<file path="config.mk">
export PLATFORM = sky130hd
export DESIGN_NAME = wb_regfile
export DESIGN_NICKNAME = d
export VERILOG_FILES = /design/src/rtl/mips_pkg.sv /design/src/rtl/rf_read_port.sv /design/src/rtl/wb_regfile.sv
export SDC_FILE = /design/constraint.sdc
export NUM_CORES = 2
export LEC_CHECK = 0
export CAP_MARGIN = 20
export CORE_ASPECT_RATIO = 0.5
export CORE_UTILIZATION = 40
export CTS_BUF_LIST = sky130_fd_sc_hd__clkbuf_4
export DETAILED_ROUTE_END_ITERATION = 7
export SETUP_SLACK_MARGIN = 0.1
export SLEW_MARGIN = 20
export SYNTH_ARGS = -nofsm -noshare
export SYNTH_HDL_FRONTEND = slang
export SYNTH_SLANG_ARGS = --single-unit
</file>
<file path="constraint.sdc">
create_clock -name clk -period 5.8 [get_ports clk]
set_input_delay 1.74 -clock clk [delete_from_list [all_inputs] [get_ports clk]]
set_output_delay 1.74 -clock clk [all_outputs]
set_load 0.005 [all_outputs]
</file>
<file path="src/rtl/mips_pkg.sv">
// Shared MIPS pipeline definitions: datapath widths and register index type.
package mips_pkg;

  localparam int unsigned DW = 32;
  localparam int unsigned AW = 5;

  typedef logic [AW-1:0] regidx_t;

  localparam regidx_t REG_ZERO = 5'd0;

endpackage : mips_pkg

</file>
<file path="src/rtl/rf_read_port.sv">
// One combinational register-file read port: r0 forced to zero, same-cycle
// write-through bypass from the committing write-back.
module rf_read_port #(
  parameter int unsigned DW = mips_pkg::DW,
  parameter int unsigned AW = mips_pkg::AW
) (
  input  logic [AW-1:0] rn_i,
  input  logic          wcommit_i,
  input  logic [AW-1:0] wrn_i,
  input  logic [DW-1:0] wdi_i,
  input  logic [DW-1:0] rdata_i,
  output logic [DW-1:0] q_o
);

  // Zero index wins over everything; a committing write to this index wins over the array.
  always_comb begin
    q_o = '0;
    if (rn_i != '0) begin
      if (wcommit_i && (wrn_i == rn_i)) begin
        q_o = wdi_i;
      end else begin
        q_o = rdata_i;
      end
    end
  end

endmodule : rf_read_port

</file>
<file path="src/rtl/wb_regfile.sv">
// MIPS write-back stage and 32-entry architectural register file with
// bypassing read ports and a committed-write counter.
module wb_regfile #(
  parameter int unsigned DW = mips_pkg::DW,
  parameter int unsigned AW = mips_pkg::AW,
  parameter int unsigned CW = 32
) (
  input  logic          clk,
  input  logic          rst,
  input  logic          wwreg,
  input  logic          wm2reg,
  input  logic [DW-1:0] wmo,
  input  logic [DW-1:0] walu,
  input  logic [AW-1:0] wrn,
  input  logic [AW-1:0] rna,
  input  logic [AW-1:0] rnb,
  output logic [DW-1:0] qa,
  output logic [DW-1:0] qb,
  output logic [DW-1:0] wdi,
  output logic          wcommit,
  output logic [CW-1:0] wcount
);

  localparam int unsigned DEPTH = 2 ** AW;

  logic [DW-1:0] regs_q [DEPTH];
  logic [CW-1:0] wcount_q;
  logic [CW-1:0] wcount_d;

  assign wdi     = wm2reg ? wmo : walu;
  assign wcommit = wwreg & (wrn != '0) & ~rst;
  assign wcount  = wcount_q;

  always_comb begin
    wcount_d = wcount_q;
    if (wcommit) begin
      wcount_d = wcount_q + CW'(1);
    end
  end

  // r0 is cleared by reset and never targeted, since wcommit excludes index 0.
  always_ff @(posedge clk) begin
    if (rst) begin
      for (int i = 0; i < int'(DEPTH); i++) begin
        regs_q[i] <= '0;
      end
      wcount_q <= '0;
    end else begin
      if (wcommit) begin
        regs_q[wrn] <= wdi;
      end
      wcount_q <= wcount_d;
    end
  end

  rf_read_port #(.DW(DW), .AW(AW)) u_port_a (
    .rn_i      (rna),
    .wcommit_i (wcommit),
    .wrn_i     (wrn),
    .wdi_i     (wdi),
    .rdata_i   (regs_q[rna]),
    .q_o       (qa)
  );

  rf_read_port #(.DW(DW), .AW(AW)) u_port_b (
    .rn_i      (rnb),
    .wcommit_i (wcommit),
    .wrn_i     (wrn),
    .wdi_i     (wdi),
    .rdata_i   (regs_q[rnb]),
    .q_o       (qb)
  );

endmodule : wb_regfile

</file>
**After elaboration in Yosys (flattened, before gate mapping)**

Memories as Yosys holds them, arrays and structs flattened.
Cells that the tools add are included.

- $add $sub $neg: 1
- Multipliers: 0
- Divide/modulo/power cells: 0
- Order comparisons: 0
- Eq/ne operators: 2
- Shift operators: 0
- Multiplexer cells: 13
- Bitwise operators: 3
- Reduce and logical (&&, ||, !) cells: 6

Operators with widths:

| cell | count |
|---|---|
| two-way mux 32 bit | 6 |
| adder 32 x 1 -> 32 bit (second input constant) | 1 |
| OR reduction 32 bit | 1 |
| nonzero test 5 bit | 3 |
| == test 5 bit | 2 |
| two-way mux 1 bit | 6 |
| two-way mux 5 bit | 1 |
| AND 1 bit | 2 |
| logical AND 1 bit | 2 |
| inverter 1 bit | 1 |

- Register bits after elaboration: 32
- Latch bits: 0
- Bits in writable memories: 1024
- ROM bits: 0
- Bits of input ports: 83
- Output and inout port bits: 129
- Memories: 1

Memories:

| name | depth | width | rd ports | clocked after memory_dff | wr ports | line | text |
|---|---|---|---|---|---|---|---|
| regs_q | 32 | 32 | 2 | 0 | 32 | wb_regfile.sv:26 | `logic [DW-1:0] regs_q [DEPTH];` |

**Depth between registers and ports, before layout**

- Depth after elaboration: 8
- Depth in mapped cells: 9
- Depth with buffers taken out: 6

**Hierarchy**

Synthesis repeated with hierarchy kept, for this count alone.

- Cell total of the unflattened synthesis: 5085
- Area total of the unflattened synthesis: 56445.4 µm²

Modules (own cells, without submodules):

| module | instances | cells each | area each (µm²) | seq. area each (µm²) |
|---|---|---|---|---|
| wb_regfile | 1 | 4839 | 55154.1 | 31390.1 |
| rf_read_port | 2 | 123 | 645.6 | 0.0 |

**Worst setup path before layout**

Ideal clock, no wire load.

- Path type: input to output
- From: in rnb[0]
- To: out qb[12]
- Arrival time: 3.251 ns
- Required time: 4.060 ns
- Path slack: 0.809 ns
- Stages: 8
- Path buffers: 3
- Cells stage by stage: clkbuf_1 -> buf_2 -> buf_2 -> mux4_2 -> mux2i_1 -> nand2_1 -> o211ai_1 -> a31oi_1

- Word-level cells in the longest chain between the ends: 4
- Elaborated cells between the ends (all ways): 6
- Those cells by class: eq/ne: 1; mux: 2; reduce/logical: 2; memory: 1

RTL lines:

| what | line | text |
|---|---|---|
| start, declared | wb_regfile.sv:16 | `input logic [AW-1:0] rnb,` |
| parallel branches: the longest is 3 deep, another holds memory (32 x 32 bit) | -- |  |
| two-way mux 32 bit * | rf_read_port.sv:18 | `if (rn_i != '0) begin` |
| end, declared | wb_regfile.sv:18 | `output logic [DW-1:0] qb,` |

Every way passes the cells marked *.

**Worst setup path after layout**

- From: in rna[0]
- To: out qa[6]

- Word-level cells in the longest chain between the ends: 4
- Elaborated cells between the ends (all ways): 6
- Those cells by class: eq/ne: 1; mux: 2; reduce/logical: 2; memory: 1

RTL lines:

| what | line | text |
|---|---|---|
| start, declared | wb_regfile.sv:15 | `input logic [AW-1:0] rna,` |
| parallel branches: the longest is 3 deep, another holds memory (32 x 32 bit) | -- |  |
| two-way mux 32 bit * | rf_read_port.sv:18 |  |
| end, declared | wb_regfile.sv:17 | `output logic [DW-1:0] qa,` |

Marked as above.

==> qor.csv <==
stage,metric,value,unit
placement,dp_slack,-316.0,ps
sta,setup_viol,0,
sta,fin_ws,76.15,ps
sta,worst_pin_slew,1110,ps
grt,grt_pass1_vias,40630,
sta,grt_setup_unrepaired,false,
clock_tree,cts_made_buffers,283,
finish,final_cells,6674,
sta,period_share,0.9869,
grt,grt_max_degree,65,
floorplanning,core-area,134900,um^2
run_status,status,completed,
floorplanning,die_h,263.3,um
critical_path,crit_type,in2out,
job,cap_violations,0,
synthesis,yosys_most_used_dff,edfxtp_1,
synthesis,synth_seq_area_share,0.5747,
placement,place_congestion,0.9541,
floorplanning,die_x,524.6,um
finish,nNetsFinal,4795,
clock_tree,insertion_delay,1230,ps
grt,grt_usage,0.2937,
critical_path,end_kind,primary output,
pwr,powerDensity,277.4,nW/um^2
synthesis,syn_avg_cell_area,13.20,um^2
grt,overflow,0,
sta,relSlewSlack,0.2574,
placement,post-dp-hpwl,133900,um
drt,num_vias,41910,
clock_tree,postCtsHoldBufs,0,
floorplanning,num_rows,95,
clock_tree,cts.sinks,1056,
sta,fmax,0.1747,GHz
clock_tree,cts_buffer_depth,4,
clock_tree,clockRootBuffer,clkbuf_4,
drt,ant_nets,0,
finish,final_layout_size_suffix_gt1_frac,0.2925,
sta,final.setup_skew,18.91,ps
pwr,ir_worst_vdd,0.0002155,V
synthesis,synth-seq-cells,1056,
drt,first_pass_iters,6,
drt,wl,206300,um
critical_path,cp.arrival,3980,ps
clock_tree,path_clk_slew,60,ps
synthesis,synthArstFlopShare,0,
sta,drv_slew,0,
floorplanning,start_util,0.4048,
synthesis,yosys_warnings,0,
drt,drc,0,
synthesis,synth_area,54620,um^2
drt,drtIter0Drc,6729,
grt,grt_pass1_wl,291900,um
sta,hold_viol_final,0,
pwr,leakage,24.38,nW
critical_path,required,4060,ps
critical_path,crit_path_max_fanout,16,
clock_tree,htreeDepth,5,
drt,wl_per_cell,30.91,um
sta,holdWs,502.8,ps
floorplanning,boundaryPins,212,
pwr,total_power,18.27,mW
sta,layout_min_cycle_time,5724,ps
grt,antenna_found_initial,5,
synthesis,synth_cells,4138,
clock_tree,tritoncts,done,
floorplanning,die_area,138100,um^2
critical_path,cp-start-kind,input port,
hold_path,hold_path.class,reg2reg,
placement,portBuffers,211,
drt,vias_per_cell,6.279,
synthesis,synth-edff-count,1024,
placement,dpl.cell_count,6184,
synthesis,ys_types,57,
finish,syn_to_final_growth,20.56,%
## sequential cells by signal, indices dropped and copies added, names as in the netlist
signal / cells
wcount: 32
regs_q: 1024
## per-stage QoR
step           setup TNS (ps)  instance area [um^2]  utilization
6_report                    0                 65850       0.4881
5_1_grt                     0                 65840       0.4880
4_1_cts                -107.6                 65580       0.4861
3_5_place_dp            -6196                 62070       0.4601
3_3_place_gp            -5550                 62050       0.4599
2_1_floorplan               0                 54730            -
## path summary, 6_finish.rpt
path | from | slack [ps] | end | depth (start not counted)
worst min-delay path | wcount[31]$_SDFFE_PP0P_ | 500 | wcount[31]$_SDFFE_PP0P_ | 2
worst max-delay path | rna[0] | 80 | qa[6] | 9
worst min register to register | wcount[31]$_SDFFE_PP0P_ | 500 | wcount[31]$_SDFFE_PP0P_ | 2
worst max register to register | wcount[3]$_SDFFE_PP0P_ | 3570 | wcount[30]$_SDFFE_PP0P_ | 5
## synthesized netlist by cell type (all sizes together), types with 10 or more instances
library cell | count | share of area
a22oi | 12 | 0.0016
xor2 | 15 | 0.0024
o22ai | 30 | 0.0034
o21ai | 79 | 0.0072
clkbuf | 265 | 0.018
mux2 | 62 | 0.013
nand2 | 144 | 0.0099
o2111ai | 11 | 0.0019
edfxtp | 1024 | 0.56
o221ai | 21 | 0.0034
mux2i | 428 | 0.078
dfxtp | 32 | 0.012
xnor2 | 19 | 0.0030
o211ai | 97 | 0.013
o22a | 32 | 0.0051
nand4 | 11 | 0.0015
inv | 41 | 0.0028
nor2 | 1034 | 0.071
buf | 170 | 0.017
mux4 | 319 | 0.13
a31oi | 64 | 0.0073
a221oi | 137 | 0.022
nand3 | 10 | 0.00092
## cell type report
cell class	instances	area (um^2)
antenna	8	20.02
multi-input combinational	2636	21980
sequential	1056	31390
timing repair buffer	691	6827
clock buffer	410	3078
inverter	43	165.2
clock inverter	36	140.1
tap	1794	2245
fill	11700	69060
## cell usage in the layout, fill, tap and decap left out, types with 8 or more instances in the layout
| cell type | instances |
|---|---|
| a221oi_1 | 134 |
| a22o_1 | 9 |
| a22oi_1 | 12 |
| a31oi_1 | 59 |
| buf_12 | 82 |
| buf_2 | 9 |
| buf_4 | 386 |
| buf_6 | 11 |
| clkbuf_4 | 410 |
| clkdlybuf4s50_1 | 132 |
| clkinv_1 | 28 |
| conb_1 | 32 |
| dfxtp_1 | 32 |
| diode_2 | 8 |
| dlygate4sd2_1 | 53 |
| edfxtp_1 | 1024 |
| inv_1 | 40 |
| mux2_2 | 62 |
| mux2i_1 | 395 |
| mux2i_4 | 32 |
| mux4_2 | 319 |
| nand2_1 | 92 |
| nand2_2 | 50 |
| nand3_1 | 10 |
| nand4_1 | 10 |
| nor2_1 | 1023 |
| nor4_1 | 9 |
| o2111ai_1 | 9 |
| o211ai_1 | 97 |
| o21ai_0 | 70 |
| o21ai_1 | 9 |
| o221ai_1 | 19 |
| o22a_1 | 32 |
| o22ai_1 | 29 |
| xnor2_1 | 19 |
| xor2_1 | 15 |
## per-layer routing
metal | wire length [um] | vias up | track usage
li1 | - | 17070 | -
met1 | 80010 | 21300 | 0.4053
met2 | 90130 | 3037 | 0.4347
met3 | 28510 | 496 | 0.08917
met4 | 7633 | 4 | 0.1124
met5 | 16 | - | 0
## cell families after synthesis
kind of cell / share of synthesized area
AO/OA/AOI/OAI: 0.06829
XOR/XNOR: 0.005452
adder cells (fa/ha/maj): 0.0002290
buffers and inverters: 0.03817
flip-flops: 0.5747
multiplexers: 0.2228
other: 0.00006866
AND/OR/NAND/NOR: 0.09031
## worst max-delay path, stage by stage
cell and delay, ps:
buf_8 220, buf_12 260, buf_12 180, mux4_2 510, mux2i_1 190, nand2_1 220, o211ai_1 200, a31oi_1 120
dlygate4sd2_1 280
## power by group
group | leakage, nW | internal, mW | total [mW] | switching [mW]
clock | 1.97 | 3.20 | 6.39 | 3.19
combinational | 12.4 | 1.20 | 2.89 | 1.69
sequential | 10.0 | 8.77 | 8.98 | 0.211
total | 24.4 | 13.2 | 18.3 | 5.09
## timing repair
action,CTS,global route
gates cloned,6,0
resized for setup,102,26
buffers inserted,11,18
pin swaps,5,5
setup endpoints to repair,64,41
No activity file was read; power rests on OpenSTA's default activity.
